**src/rtl/rgb2y_frame_gate_pkg.sv**
```systemverilog
// Shared video definitions for the RGB-to-luma front end of the histogram path.
// Holds the luma coefficients and rounding constant, the dv gate FSM state
// encoding and the default frame resolution.
package rgb2y_frame_gate_pkg;

    localparam int H_ACTIVE_DEF = 1280;
    localparam int V_ACTIVE_DEF = 720;
    localparam int CNT_W_DEF    = 21;

    // Coefficients sum to 256, so (sum + Y_RND) >> Y_SHIFT never exceeds 255.
    localparam logic [15:0] COEF_R  = 16'd77;
    localparam logic [15:0] COEF_G  = 16'd150;
    localparam logic [15:0] COEF_B  = 16'd29;
    localparam logic [15:0] Y_RND   = 16'd128;
    localparam int          Y_SHIFT = 8;

    typedef enum logic [1:0] {
        WAIT_VS = 2'd0,
        IN_VS   = 2'd1,
        ACTIVE  = 2'd2
    } gate_state_t;

endpackage

```
**src/rtl/rgb2y_pipe.sv**
```systemverilog
// Three-stage luma datapath with a matching strobe delay line.
// Ports:
//   rx_clk, rst_n            pixel clock, async active-low reset
//   red_i/green_i/blue_i     8-bit colour components
//   dv_i, hs_i, vs_i         strobes (dv_i already gated by the caller)
//   y_o                      8-bit luma, 3 cycles after the input
//   dv_o, hs_o, vs_o         strobes delayed by 3 cycles
module rgb2y_pipe
    import rgb2y_frame_gate_pkg::*;
(
    input  logic       rx_clk,
    input  logic       rst_n,
    input  logic [7:0] red_i,
    input  logic [7:0] green_i,
    input  logic [7:0] blue_i,
    input  logic       dv_i,
    input  logic       hs_i,
    input  logic       vs_i,
    output logic [7:0] y_o,
    output logic       dv_o,
    output logic       hs_o,
    output logic       vs_o
);

    logic [15:0] r_prod_r;
    logic [15:0] r_prod_g;
    logic [15:0] r_prod_b;
    logic [15:0] r_sum;
    logic [7:0]  r_y;
    logic [2:0]  r_dv_dly;
    logic [2:0]  r_hs_dly;
    logic [2:0]  r_vs_dly;
    logic [15:0] w_rnd;
    logic [7:0]  w_y;

    // Max sum is 65280, plus rounding 65408: fits 16 bits with no carry out.
    assign w_rnd = r_sum + Y_RND;
    assign w_y   = 8'(w_rnd >> Y_SHIFT);

    always_ff @(posedge rx_clk or negedge rst_n) begin
        if (!rst_n) begin
            r_prod_r <= '0;
            r_prod_g <= '0;
            r_prod_b <= '0;
            r_sum    <= '0;
            r_y      <= '0;
            r_dv_dly <= '0;
            r_hs_dly <= '0;
            r_vs_dly <= '0;
        end else begin
            r_prod_r <= {8'd0, red_i}   * COEF_R;
            r_prod_g <= {8'd0, green_i} * COEF_G;
            r_prod_b <= {8'd0, blue_i}  * COEF_B;
            r_sum    <= r_prod_r + r_prod_g + r_prod_b;
            r_y      <= w_y;
            r_dv_dly <= {r_dv_dly[1:0], dv_i};
            r_hs_dly <= {r_hs_dly[1:0], hs_i};
            r_vs_dly <= {r_vs_dly[1:0], vs_i};
        end
    end

    assign y_o  = r_y;
    assign dv_o = r_dv_dly[2];
    assign hs_o = r_hs_dly[2];
    assign vs_o = r_vs_dly[2];

endmodule

```
**src/rtl/rgb2y_frame_gate.sv**
```systemverilog
// RGB to luma conversion with first-frame dv gating and per-frame pixel count.
// dv is held off until a complete vs pulse has been seen after reset, so the
// downstream histogram never sees a partial frame. Each vs rising edge while
// ACTIVE latches the pixel count and flags a size mismatch.
// Ports:
//   rx_clk, rst_n                 pixel clock, async active-low reset
//   red_i/green_i/blue_i          input pixel
//   dv_i, hs_i, vs_i              input strobes (vs rising edge = end of frame)
//   y_o, dv_o, hs_o, vs_o         luma and strobes, 3-cycle latency
//   frame_done_o                  one-cycle pulse when a count is latched
//   frame_pix_cnt_o               pixel count of the last completed frame
//   frame_err_o                   last count != H_ACTIVE*V_ACTIVE
module rgb2y_frame_gate
    import rgb2y_frame_gate_pkg::*;
#(
    parameter int H_ACTIVE = H_ACTIVE_DEF,
    parameter int V_ACTIVE = V_ACTIVE_DEF,
    parameter int CNT_W    = CNT_W_DEF
) (
    input  logic             rx_clk,
    input  logic             rst_n,
    input  logic [7:0]       red_i,
    input  logic [7:0]       green_i,
    input  logic [7:0]       blue_i,
    input  logic             dv_i,
    input  logic             hs_i,
    input  logic             vs_i,
    output logic [7:0]       y_o,
    output logic             dv_o,
    output logic             hs_o,
    output logic             vs_o,
    output logic             frame_done_o,
    output logic [CNT_W-1:0] frame_pix_cnt_o,
    output logic             frame_err_o
);

    localparam logic [CNT_W-1:0] LP_FRAME_PIX = CNT_W'(H_ACTIVE * V_ACTIVE);

    gate_state_t      r_state;
    logic             r_vs_d;
    logic [CNT_W-1:0] r_cnt;
    logic [CNT_W-1:0] w_cnt_inc;
    logic [CNT_W-1:0] w_cnt_next;
    logic             w_vs_rise;
    logic             w_vs_fall;
    logic             w_dv_gated;

    assign w_vs_rise  = vs_i & ~r_vs_d;
    assign w_vs_fall  = ~vs_i & r_vs_d;
    assign w_cnt_inc  = (&r_cnt) ? r_cnt : r_cnt + CNT_W'(1);
    // Includes a pixel coincident with the vs rising edge in the latched count.
    assign w_cnt_next = dv_i ? w_cnt_inc : r_cnt;
    // Gate is sampled into the pipe's first stage together with dv_i.
    assign w_dv_gated = dv_i & (r_state == ACTIVE);

    always_ff @(posedge rx_clk or negedge rst_n) begin
        if (!rst_n) begin
            r_state         <= WAIT_VS;
            r_vs_d          <= 1'b0;
            r_cnt           <= '0;
            frame_done_o    <= 1'b0;
            frame_pix_cnt_o <= '0;
            frame_err_o     <= 1'b0;
        end else begin
            r_vs_d       <= vs_i;
            frame_done_o <= 1'b0;
            case (r_state)
                WAIT_VS: begin
                    if (w_vs_rise) r_state <= IN_VS;
                end
                IN_VS: begin
                    if (w_vs_fall) r_state <= ACTIVE;
                end
                ACTIVE: begin
                    if (w_vs_rise) begin
                        frame_pix_cnt_o <= w_cnt_next;
                        frame_err_o     <= (w_cnt_next != LP_FRAME_PIX);
                        frame_done_o    <= 1'b1;
                        r_cnt           <= '0;
                    end else begin
                        r_cnt <= w_cnt_next;
                    end
                end
                default: r_state <= WAIT_VS;
            endcase
        end
    end

    rgb2y_pipe u_pipe (
        .rx_clk  (rx_clk),
        .rst_n   (rst_n),
        .red_i   (red_i),
        .green_i (green_i),
        .blue_i  (blue_i),
        .dv_i    (w_dv_gated),
        .hs_i    (hs_i),
        .vs_i    (vs_i),
        .y_o     (y_o),
        .dv_o    (dv_o),
        .hs_o    (hs_o),
        .vs_o    (vs_o)
    );

endmodule

```
**config.mk**
```make
export PLATFORM = sky130hd
export DESIGN_NAME = rgb2y_frame_gate
export DESIGN_NICKNAME = d
export VERILOG_FILES = /design/src/rtl/rgb2y_frame_gate_pkg.sv /design/src/rtl/rgb2y_pipe.sv /design/src/rtl/rgb2y_frame_gate.sv
export SDC_FILE = /design/constraint.sdc
export NUM_CORES = 1
export LEC_CHECK = 0
export CORE_MARGIN = 2
export CORE_UTILIZATION = 55
export CTS_CLUSTER_DIAMETER = 100
export CTS_CLUSTER_SIZE = 12
export DETAILED_ROUTE_END_ITERATION = 8
export PLACE_DENSITY = 0.76
export SETUP_SLACK_MARGIN = 0.4
export SLEW_MARGIN = 20
export SYNTH_ARGS = -nofsm -noshare
export SYNTH_HDL_FRONTEND = slang
export SYNTH_SLANG_ARGS = --single-unit
```
**constraint.sdc**
```tcl
create_clock -name rx_clk -period 3.1 [get_ports rx_clk]
set_input_delay 0.465 -clock rx_clk [delete_from_list [all_inputs] [get_ports rx_clk]]
set_output_delay 0.465 -clock rx_clk [all_outputs]
set_load 0.005 [all_outputs]
```
==> summary.txt <==
Yosys
  • Top cells by count, synth: dfrtp_1 (115), ha_1 (115), inv_1 (80)
  • Synth top area cells: dfrtp_1 (37%), ha_1 (19%), fa_1 (9.8%), xnor2_1 (4.5%), inv_1 (3.9%)
  • Post-Syn Area: 0.00774 mm2
  • Synthesized area per cell: 10.5 um2
  • Asr flop ratio synth: 1.00
  • Main synth FF type: dfrtp_1
  • Register bit total from synthesis: 115
  • Post-synth top area share: 0.372
  • Distinct cells, synth: 60
  • Area leader, netlist: dfrtp_1
  • Post-synthesis sequential area ratio: 0.372
  • Mapped Nets: 916
  • Cells after synthesis: 734
  • Synth warn: 0
  • Post-synth EDFFs: 0

Detailed routing
  • Remaining routing DRC violations: 0
  • First-pass DRT Iterations: 8
  • ANT nets after route: 0
  • Vias per cell: 5.57
  • Total wire length: 20200 um
  • Avg WL per Cell: 18.3 um
  • DRT iter0 DRCs: 454
  • Vias: 6169

Timing
  • Slew Viols, Final: 0
  • Actual slew at the worst max-slew pin: 0.693 ns
  • Clk_skew: 0.0120 ns
  • Max frequency: 0.319 GHz
  • Sum Neg Setup Slack: -0.0572 ns
  • Slew HR: 0.538
  • Crit path time final: 3.14 ns
  • RSZ-0062 raised after global routing: true
  • Final Hold Fails: 0
  • Tcrit/Tclk final: 1.01
  • Hold Slack: 0.0889 ns
  • Setup slack after layout: -0.0378 ns
  • Final Setup Violations: 2

Die
  • Die H: 123 um
  • Full die area: 0.0150 mm2
  • Core Rows: 43
  • Initial Util: 0.560
  • Ports: 63
  • Core outline area: 0.0138 mm2
  • Die width: 123 um

Pwr
  • P_leak: 5.05 nW
  • Max IR drop VDD: 0.568 mV
  • Power, Total: 10.2 mW
  • Power density cells: 938 mW/mm2

Worst hold path
  • Tightest Hold Check Type: in2async

Global routing
  • GRT Util Overall: 0.268
  • Largest net degree at the start of global routing: 61
  • Gr ovfl total: 0
  • Number of global-route vias before repair: 6416
  • Global-route wire length before repair: 30700 um
  • Initial antenna violation count: 0

Cells and area
  • Final nets: 1097
  • Post-Route Utilization: 0.787
  • Area grow syn2layout: 40.6%
  • Diode count: 0
  • Design area: 0.0109 mm2
  • Layout cells sized above 1: 0.306

CTS
  • Worst-Skew Late Latency: 0.43 ns
  • CTS Sinks: 115
  • Clock root buffer: clkbuf_16
  • Total CTS buffers: 17
  • Hold-fix buffer count after cts: 0
  • Clock transition at the registers of the reported paths: 0.05 ns
  • Max H-tree Level: 4
  • Clock buffer depth: 2
  • CTS tree: built

Critical path
  • Crit-path max FO: 3
  • Critical Path Start Type: input port
  • WP data required: 3.42 ns
  • Crit path DAT: 3.46 ns
  • Crit path kind: in2reg
  • Crit. End Element: flip-flop

Status
  • Failing checks: setup timing
  • Status: finished with violations

Placed design
  • GPL Wtd Cong: 0.978
  • Placed inst area: 0.00940 mm2
  • # port buffers: 62
  • DP HPWL: 13300 um

Run
  • Maxcap violations: 0
## cells in the final DEF (no fill, tap or decap), types with 10 or more instances in the layout
master / Yosys / routed
buf_4: 0 / 105
a21oi_1: 22 / 10
o21ai_0: 44 / 38
buf_6: 0 / 15
xor2_1: 19 / 19
clkbuf_16: 0 / 17
fa_1: 38 / 35
a21o_1: 10 / 10
inv_2: 0 / 14
ha_1: 115 / 73
dfrtp_1: 115 / 112
nand3_1: 11 / 11
nand4_1: 12 / 12
nand2_1: 59 / 58
inv_1: 80 / 63
ha_4: 0 / 40
clkdlybuf4s50_1: 0 / 39
nor2_1: 31 / 28
xnor2_1: 40 / 35
## worst max-delay path: stages
cell	delay (ns)
buf_2	0.12
ha_4	0.25
ha_2	0.26
ha_1	0.29
inv_1	0.06
fa_1	0.53
inv_1	0.09
ha_4	0.16
inv_1	0.17
a21boi_4	0.09
o41a_1	0.42
a311oi_2	0.34
xnor2_1	0.20
## per-stage QoR
stage	cells	setup slack (ns)
floorplan	734	-0.176
global placement	1052	-0.810
detailed placement	1052	-0.999
CTS	1102	-0.0121
global route	1108	-0.0459
finish	1108	-0.0378
## sequential cells by signal, summed over array words and instances (netlist names)
| name | flops |
|---|---|
| u_pipe.r_sum | 9 |
| r_state | 2 |
| u_pipe.r_hs_dly | 3 |
| u_pipe.r_vs_dly | 3 |
| frame_pix_cnt_o | 21 |
| u_pipe.r_prod_r | 15 |
| frame_err_o | 1 |
| u_pipe.r_prod_g | 15 |
| u_pipe.y_o | 8 |
| frame_done_o | 1 |
| u_pipe.r_prod_b | 13 |
| r_cnt | 21 |
| u_pipe.r_dv_dly | 3 |
## cell families after synthesis
kind of cell	Yosys count	share of synthesized area
mux	5	0.00695
fa+ha+maj	153	0.284
xor+xnor	59	0.0668
flops	115	0.372
buf+inv	96	0.0470
compound gates	122	0.100
simple gates	184	0.123
## what timing repair did
| item | CTS | global route |
|---|---|---|
| endpoints found under the setup margin | 31 | 28 |
| resized for setup | 127 | 64 |
| endpoints found under the hold margin | 0 | 0 |
| pin swaps | 68 | 56 |
| buffers inserted | 18 | 6 |
## routing by layer
| metal | up-vias | wire length (um) | track usage |
|---|---|---|---|
| met1 | 3040 | 8280 | 0.320 |
| li1 | 2900 | - | - |
| met3 | 48 | 697 | 0.0488 |
| met2 | 181 | 10700 | 0.473 |
| met5 | - | 0 | 0 |
| met4 | 0 | 555 | 0.114 |
## where the power goes
group / switching (mW) / internal (mW) / total, mW
Sequential: 0.393 / 2.05 / 2.44
Clock: 0.687 / 1.40 / 2.09
Combinational: 2.67 / 3.01 / 5.67
Total: 3.75 / 6.46 / 10.2
## area by class of cell
type | instances | area, um2
clock buffer | 23 | 478
clock inverter | 9 | 151
fill | 780 | 2950
inverter | 81 | 313
multi-input combinational | 523 | 5310
sequential | 115 | 2880
tap | 180 | 225
timing repair buffer | 177 | 1520
## worst paths after layout
| check | cells past startpoint | to | startpoint | slack (ns) |
|---|---|---|---|---|
| worst max-delay path | 13 | u_pipe.r_prod_r[12] | red_i[3] | -0.04 |
| worst min-delay path | 1 | frame_pix_cnt_o[9] | rst_n | 0.09 |
| worst max register to register | 11 | u_pipe.r_sum[10] | u_pipe.r_prod_r[2] | 0.44 |
| worst min register to register | 0 | u_pipe.r_hs_dly[2] | u_pipe.r_hs_dly[1] | 0.35 |
| max in group asynchronous | 2 | r_cnt[3] | rst_n | 2.25 |
| min in group rx_clk | 2 | u_pipe.r_prod_r[1] | red_i[1] | 0.32 |
Power figures use the tool's default switching activity.
